`src/rtl/fifo_stream_reader.sv`:
```
// Drains a synchronous FIFO with 1-cycle read latency into a valid/ready stream,
// framing every BURST_LEN delivered words with m_last.
module fifo_stream_reader #(
    parameter int DATA_W    = 32,
    parameter int BURST_LEN = 16
) (
    input  logic              clk,
    input  logic              nrst,
    input  logic              fifo_empty,
    output logic              fifo_read,
    input  logic [DATA_W-1:0] fifo_rdata,
    output logic              m_valid,
    input  logic              m_ready,
    output logic [DATA_W-1:0] m_data,
    output logic              m_last,
    input  logic              flush,
    output logic              idle
);

    localparam int BW = (BURST_LEN > 1) ? $clog2(BURST_LEN) : 1;
    localparam logic [BW-1:0] LAST_BEAT = BW'(BURST_LEN - 1);

    // Handshake: a word transfers on every rising edge where m_valid and m_ready are both 1;
    // once m_valid rises, m_data/m_last hold until that transfer, and m_valid only falls after it.

    logic [1:0]        occ;
    logic              rd_inflight_q;
    logic [BW-1:0]     beat;
    logic [DATA_W-1:0] buf_mem [2];
    logic              head;
    logic              tail;
    logic              pop;
    logic              capture;
    logic [2:0]        depth;

    assign pop     = m_valid & m_ready;
    assign capture = rd_inflight_q & ~flush;

    // Slots still free after this cycle's pop must cover the word already in flight plus the new one.
    assign depth     = {1'b0, occ} + {2'b0, rd_inflight_q} - {2'b0, pop};
    assign fifo_read = nrst & ~flush & ~fifo_empty & (depth <= 3'd1);

    assign m_valid = (occ != 2'd0);
    assign m_data  = buf_mem[head];
    assign m_last  = m_valid & (beat == LAST_BEAT);
    assign idle    = (occ == 2'd0) & ~rd_inflight_q;

    always_ff @(posedge clk or negedge nrst) begin
        if (!nrst) begin
            occ           <= 2'd0;
            rd_inflight_q <= 1'b0;
            beat          <= '0;
            head          <= 1'b0;
            tail          <= 1'b0;
            buf_mem[0]    <= '0;
            buf_mem[1]    <= '0;
        end else if (flush) begin
            occ           <= 2'd0;
            rd_inflight_q <= 1'b0;
            beat          <= '0;
            head          <= 1'b0;
            tail          <= 1'b0;
        end else begin
            rd_inflight_q <= fifo_read;
            if (capture) begin
                buf_mem[tail] <= fifo_rdata;
                tail          <= ~tail;
            end
            if (pop) begin
                head <= ~head;
                beat <= (beat == LAST_BEAT) ? '0 : beat + BW'(1);
            end
            occ <= occ + {1'b0, capture} - {1'b0, pop};
        end
    end

endmodule

```
`config.mk`:
```
export PLATFORM = sky130hd
export DESIGN_NAME = fifo_stream_reader
export DESIGN_NICKNAME = d
export VERILOG_FILES = /design/src/rtl/fifo_stream_reader.sv
export SDC_FILE = /design/constraint.sdc
export NUM_CORES = 1
export LEC_CHECK = 0
export ABC_AREA = 1
export BUFFER_PORTS_ARGS = -buffer_cell sky130_fd_sc_hd__buf_2
export CAP_MARGIN = 10
export CORE_MARGIN = 1.5
export CORE_UTILIZATION = 45
export DETAILED_ROUTE_END_ITERATION = 7
export PLACE_DENSITY = 0.67
export SLEW_MARGIN = 20
export SYNTH_ARGS = -nofsm -noshare
export SYNTH_HDL_FRONTEND = slang
export SYNTH_SLANG_ARGS = --single-unit
```
`constraint.sdc`:
```
create_clock -name clk -period 2.5 [get_ports clk]
set_input_delay 0.5 -clock clk [delete_from_list [all_inputs] [get_ports clk]]
set_output_delay 0.5 -clock clk [all_outputs]
set_load 0.05 [all_outputs]
```
==> Yosys cells after proc, flatten, opt, wreduce, memory -nomap -nowiden <==
Index checks and enable logic that the tools add are counted.
{ "op_classes": {"eq_ne": 1, "reduce_logical": 6, "bitwise_logic": 14, "addsub": 5, "n_lt_le_gt_ge": 4, "muxes": 15} }
{ "ops": {"columns": ["operator", "n"], "rows": [
  ["$mux W32", 4],
  ["$bwmux W64", 1],
  ["$demux W32 S1", 1],
  ["$mux W4", 3],
  ["$and A1 B1 Y1", 7],
  ["$reduce_bool A2 Y1", 3],
  ["$mux W1", 5],
  ["$not A1 Y1", 5],
  ["$add A4 B1 Y4 const B", 1],
  ["$eq A4 B4 Y1 const B", 1],
  ["$ge A2 B2 Y1 const B", 2],
  ["$not A1 Y2", 2],
  ["$add A2 B1 Y3", 1],
  ["$le A3 B1 Y1 const B", 1],
  ["$sub A3 B1 Y3", 1],
  ["$add A2 B1 Y2", 1],
  ["$logic_not A2 Y1", 1],
  ["$lt A2 B1 Y1 const B", 1],
  ["$mux W2", 1],
  ["$reduce_and A2 Y1", 1],
  ["$sub A2 B1 Y2", 1],
  ["$logic_and A1 B1 Y1", 1]
]} }
{ "word_totals": {"ff_bits": 73, "word_cells": 52, "inputBits": 37, "out_inout_bits": 36} }

==> Longest topological paths before layout <==
{ "logic_depth": {"word_depth": 6, "depth_mapped": 9} }

==> Least setup slack after synthesis <==
Ideal clock, no wire load.
{ "synth_timing": {"path_kind": "input to output", "from": "in m_ready", "to": "out fifo_read", "t_arrival_ns": 2.475, "stages": 9, "t_required_ns": 2.000, "path_slack_ns": -0.475, "path_cell_list": "inv_1 > nor2_1 > ha_1 > inv_1 > ha_1 > inv_1 > fa_1 > nand3_1 > nor2_1"} }
{ "synth_between": {"elab_chain_cells": 4} }
{ "synth_lines": {"columns": ["item", "line", "text"], "rows": [
  ["start: declaration", "13", "input logic m_ready,"],
  ["$and A1 B1 Y1", "36", "assign pop = m_valid & m_ready;"],
  ["$sub A3 B1 Y3", "40", "assign depth = {1'b0, occ} + {2'b0, rd_inflight_q} - {2'b0, pop};"],
  ["$le A3 B1 Y1", "41", "assign fifo_read = nrst & ~flush & ~fifo_empty & (depth <= 3'd1);"],
  ["$and A1 B1 Y1", "41", null],
  ["end: declaration", "10", "output logic fifo_read,"]
]} }
No other way between the ends.

==> Final worst setup path <==
{ "layout_timing": {"from": "reg occ[0]", "to": "out fifo_read"} }
{ "layout_between": {"elab_chain_cells": 5, "elab_cells_between_ends": 6} }
{ "layout_lines": {"columns": ["item", "line", "text"], "rows": [
  ["start: declaration", "26", "logic [1:0] occ;"],
  ["start signal: assignment", "73", "occ <= occ + {1'b0, capture} - {1'b0, pop};"],
  ["branches (longest 2 deep; another with $add A2 B1 Y3)", null, null],
  ["$sub A3 B1 Y3 *", "40", null],
  ["$le A3 B1 Y1 *", "41", null],
  ["$and A1 B1 Y1 *", "41", null]
]} }
Every way passes the cells marked *.

==> impl_metrics.tcl <==
set metrics [dict create \
    hold_path_class "in2reg" \
    yosysUniqueCellTypes 22 \
    crit_path_end_kind "output pin" \
    vias_per_cell 4.672 \
    grt_pass1_vias 2836 \
    drive_above_1_share_pct 29.07 \
    r2r_start "occ[0]$_DFF_PN0_" \
    routedWlPerCell_um 11.99 \
    htreeDepth 3 \
    maxSlewHeadroom_pct 38.96 \
    cp-start-kind "flip-flop" \
    clk_latency_ns 0.35 \
    root_buffer "clkbuf_8" \
    yosys_warnings 0 \
    post-synth-top-area-cell "dfrtp_1" \
    dp_hpwl_um 4512 \
    antenna_found_initial 0 \
    grt_pass1_wl_um 12400 \
    outcome "complete, but fails checks" \
    synth_xor_area_share_pct 0.2555 \
    syn_to_final_growth_pct 22.12 \
    vias 2761 \
    drcViolationCount 0 \
    syn_avg_cell_area_um2 8.301 \
    async_flop_share_pct 100.0 \
    post-place-ws_ns -0.2050 \
    fp.dieW_um 90.29 \
    row_count 31 \
    powerDensity_nw_per_um2 1408 \
    synth_edf_count 0 \
    synth_nets 456 \
    synthMuxAreaShare_pct 0 \
    routed_wl_um 7085 \
    final_core_util_pct 57.11 \
    worst-endpoint-required_ns 2.00 \
    tightest_slew_ns 0.9156 \
    drv_cap 0 \
    yosys-top-cells-count "172 x nand2_1, 73 x dfrtp_1, 43 x inv_1" \
    reg2regPathDepth 10 \
    synth-simple-area-share_pct 23.54 \
    hold_buffers 0 \
    synth_adder_area_share_pct 2.409 \
    fin_ws_ns -0.2108 \
    grt_max_degree 74 \
    cts_buffers 9 \
    p_leak_nw 2.320 \
    worstSetupPathType "reg2out" \
    clk_path_buf_depth 2 \
    synth_flop_cell "dfrtp_1" \
    dieArea_um2 8151 \
    fin_total_pwr_mw 5.894 \
    synth_compound_gate_area_share_pct 12.15 \
    port_buffers 72 \
    gr-total-overflow 0 \
    final_area_um2 4187 \
    critical_path_peak_fanout 2 \
    fill_cells 709 \
    drt_iter0_markers 139 \
    critical_path_arrival_ns 2.21 \
    synth_top_area_share_pct 53.28 \
    dpl-instance-area_um2 3910 \
    dr.pass1.iters 4 \
    layout.cells.non_filler 591 \
    setup_viol 1 \
    drv_slew 0 \
    r2r_end "rd_inflight_q$_DFF_PN0_" \
    violations "setup timing" \
    io_pins 73 \
    grt_usage_pct 18.96 \
    syn-cell-area_um2 3428 \
    nets 530 \
    postRouteAntennaNets 0 \
    fin_crit_ns 2.711 \
    synth_top_family_by_area "simple AND/OR/NAND/NOR gates" \
    die_height_um 90.29 \
    diodes 0 \
    ys_seq_area_share_pct 53.28 \
    hold_start "flush" \
    cts.reportedPaths.clkPinSlew_ns 0.07 \
    globalplace.congestion 0.7805 \
    yosys-top-cells-area "dfrtp_1 53%, nand2_1 19%, o21ai_2 5.9%" \
    cts_tree "done" \
    syn_inst 413 \
    clock_skew_ns 0.009709 \
    dp.cells 574 \
    clock.fmax_mhz 368.9 \
    setup.worst_path.end "fifo_read" \
    fp.coreArea_um2 7331 \
    synth.most_common_cell "nand2_1" \
    final_hold_viol_count 0 \
    crit_path_start "occ[0]$_DFF_PN0_" \
    initial_core_util_pct 46.77 \
    reg2reg_slack_ns 0.59 \
    rsz0062_at_grt "yes" \
    cts.sink_count 73 \
    ys_ff_latch 73 \
    peakVddDrop_mv 0.8405 \
    finalCritPeriodShare_pct 108.4 \
]
==> registers in the layout, indices dropped and copies added, names as in the netlist <==
register	count
beat	4
tail	1
rd_inflight_q	1
occ	2
buf_mem	64
head	1
==> how the worst min path moves through the flow <==
stage	endpoint	slack (ns)	depth (start not counted)
floorplan	beat[0]$_DFFE_PN0P_	0.20	0
global placement	buf_mem[9]$_DFFE_PN0P_	0.47	2
detailed placement	buf_mem[51]$_DFFE_PN0P_	0.47	2
CTS	occ[0]$_DFF_PN0_	0.36	2
global route	occ[0]$_DFF_PN0_	0.38	2
finish	occ[0]$_DFF_PN0_	0.37	2
==> metal layers <==
layer  routed length, µm  global-route usage (%)
met5                   0                       0
met4                  80                   8.201
met2                3379                   32.45
met1                3374                   23.75
met3                 250                   3.030
==> stage by stage <==
stage / TNS (ns) / hold slack (ns)
4_1_cts: -0.2521 / 0.3648
3_3_place_gp: -0.1701 / 0.4654
2_1_floorplan: 0 / 0.2044
5_1_grt: -0.3022 / 0.3767
3_5_place_dp: -0.2050 / 0.4687
6_report: -0.2108 / 0.3739
==> timing repair <==
| item | CTS | global route |
|---|---|---|
| pin swaps | 5 | 3 |
| gates resized for setup | 8 | 0 |
| buffers inserted | 0 | 1 |
| setup endpoints to repair | 1 | 1 |
==> worst max-delay path, stage by stage, from the launching register on <==
cell and delay [ns]:
dfrtp_1 0.41, nor2_4 0.15, nor2_4 0.05, ha_4 0.20, inv_2 0.06, ha_4 0.12
inv_2 0.03, fa_1 0.49, nand3_2 0.11, nor2_4 0.09, buf_6 0.16
==> cell families (layout without fill, tap and decap cells) <==
logic type | count (synthesis) | after routing
buffers and inverters | 64 | 143
DFF | 73 | 73
adders and majority gates | 6 | 6
and+or+nand+nor | 203 | 203
xor gates and xnor gates | 1 | 1
AOI/OAI and AO/OA | 66 | 66
==> power by group <==
| group | internal [mW] | leakage, nW | switching (mW) |
|---|---|---|---|
| sequential | 1.64 | 0.964 | 0.250 |
| combinational | 0.797 | 1.25 | 2.16 |
| clock | 0.617 | 0.109 | 0.434 |
==> cell usage in the layout (no fill, tap or decap), types with 3 or more instances in the layout <==
master	Yosys	final
nand2_1	172	172
dfrtp_1	73	72
buf_2	0	70
inv_1	43	41
o21ai_0	33	33
o21ai_2	23	23
clkbuf_8	0	11
buf_4	0	11
o21ai_1	9	9
nor2_1	11	8
nand2_2	7	7
nand3_1	6	5
inv_2	1	3
nor2_4	0	3
or2_2	2	3
ha_1	5	3
==> area by class of cell <==
| cell class | count | area (µm²) | share of cell area, % |
|---|---|---|---|
| inverter | 44 | 165.2 | 3.945 |
| tap | 99 | 123.9 | 2.959 |
| multi-input combinational | 276 | 1375 | 32.85 |
| clock inverter | 4 | 75.07 | 1.793 |
| clock buffer | 12 | 155.1 | 3.706 |
| sequential | 73 | 1828 | 43.66 |
| timing repair buffer | 83 | 464.2 | 11.09 |
Power figures use the tool's default switching activity.
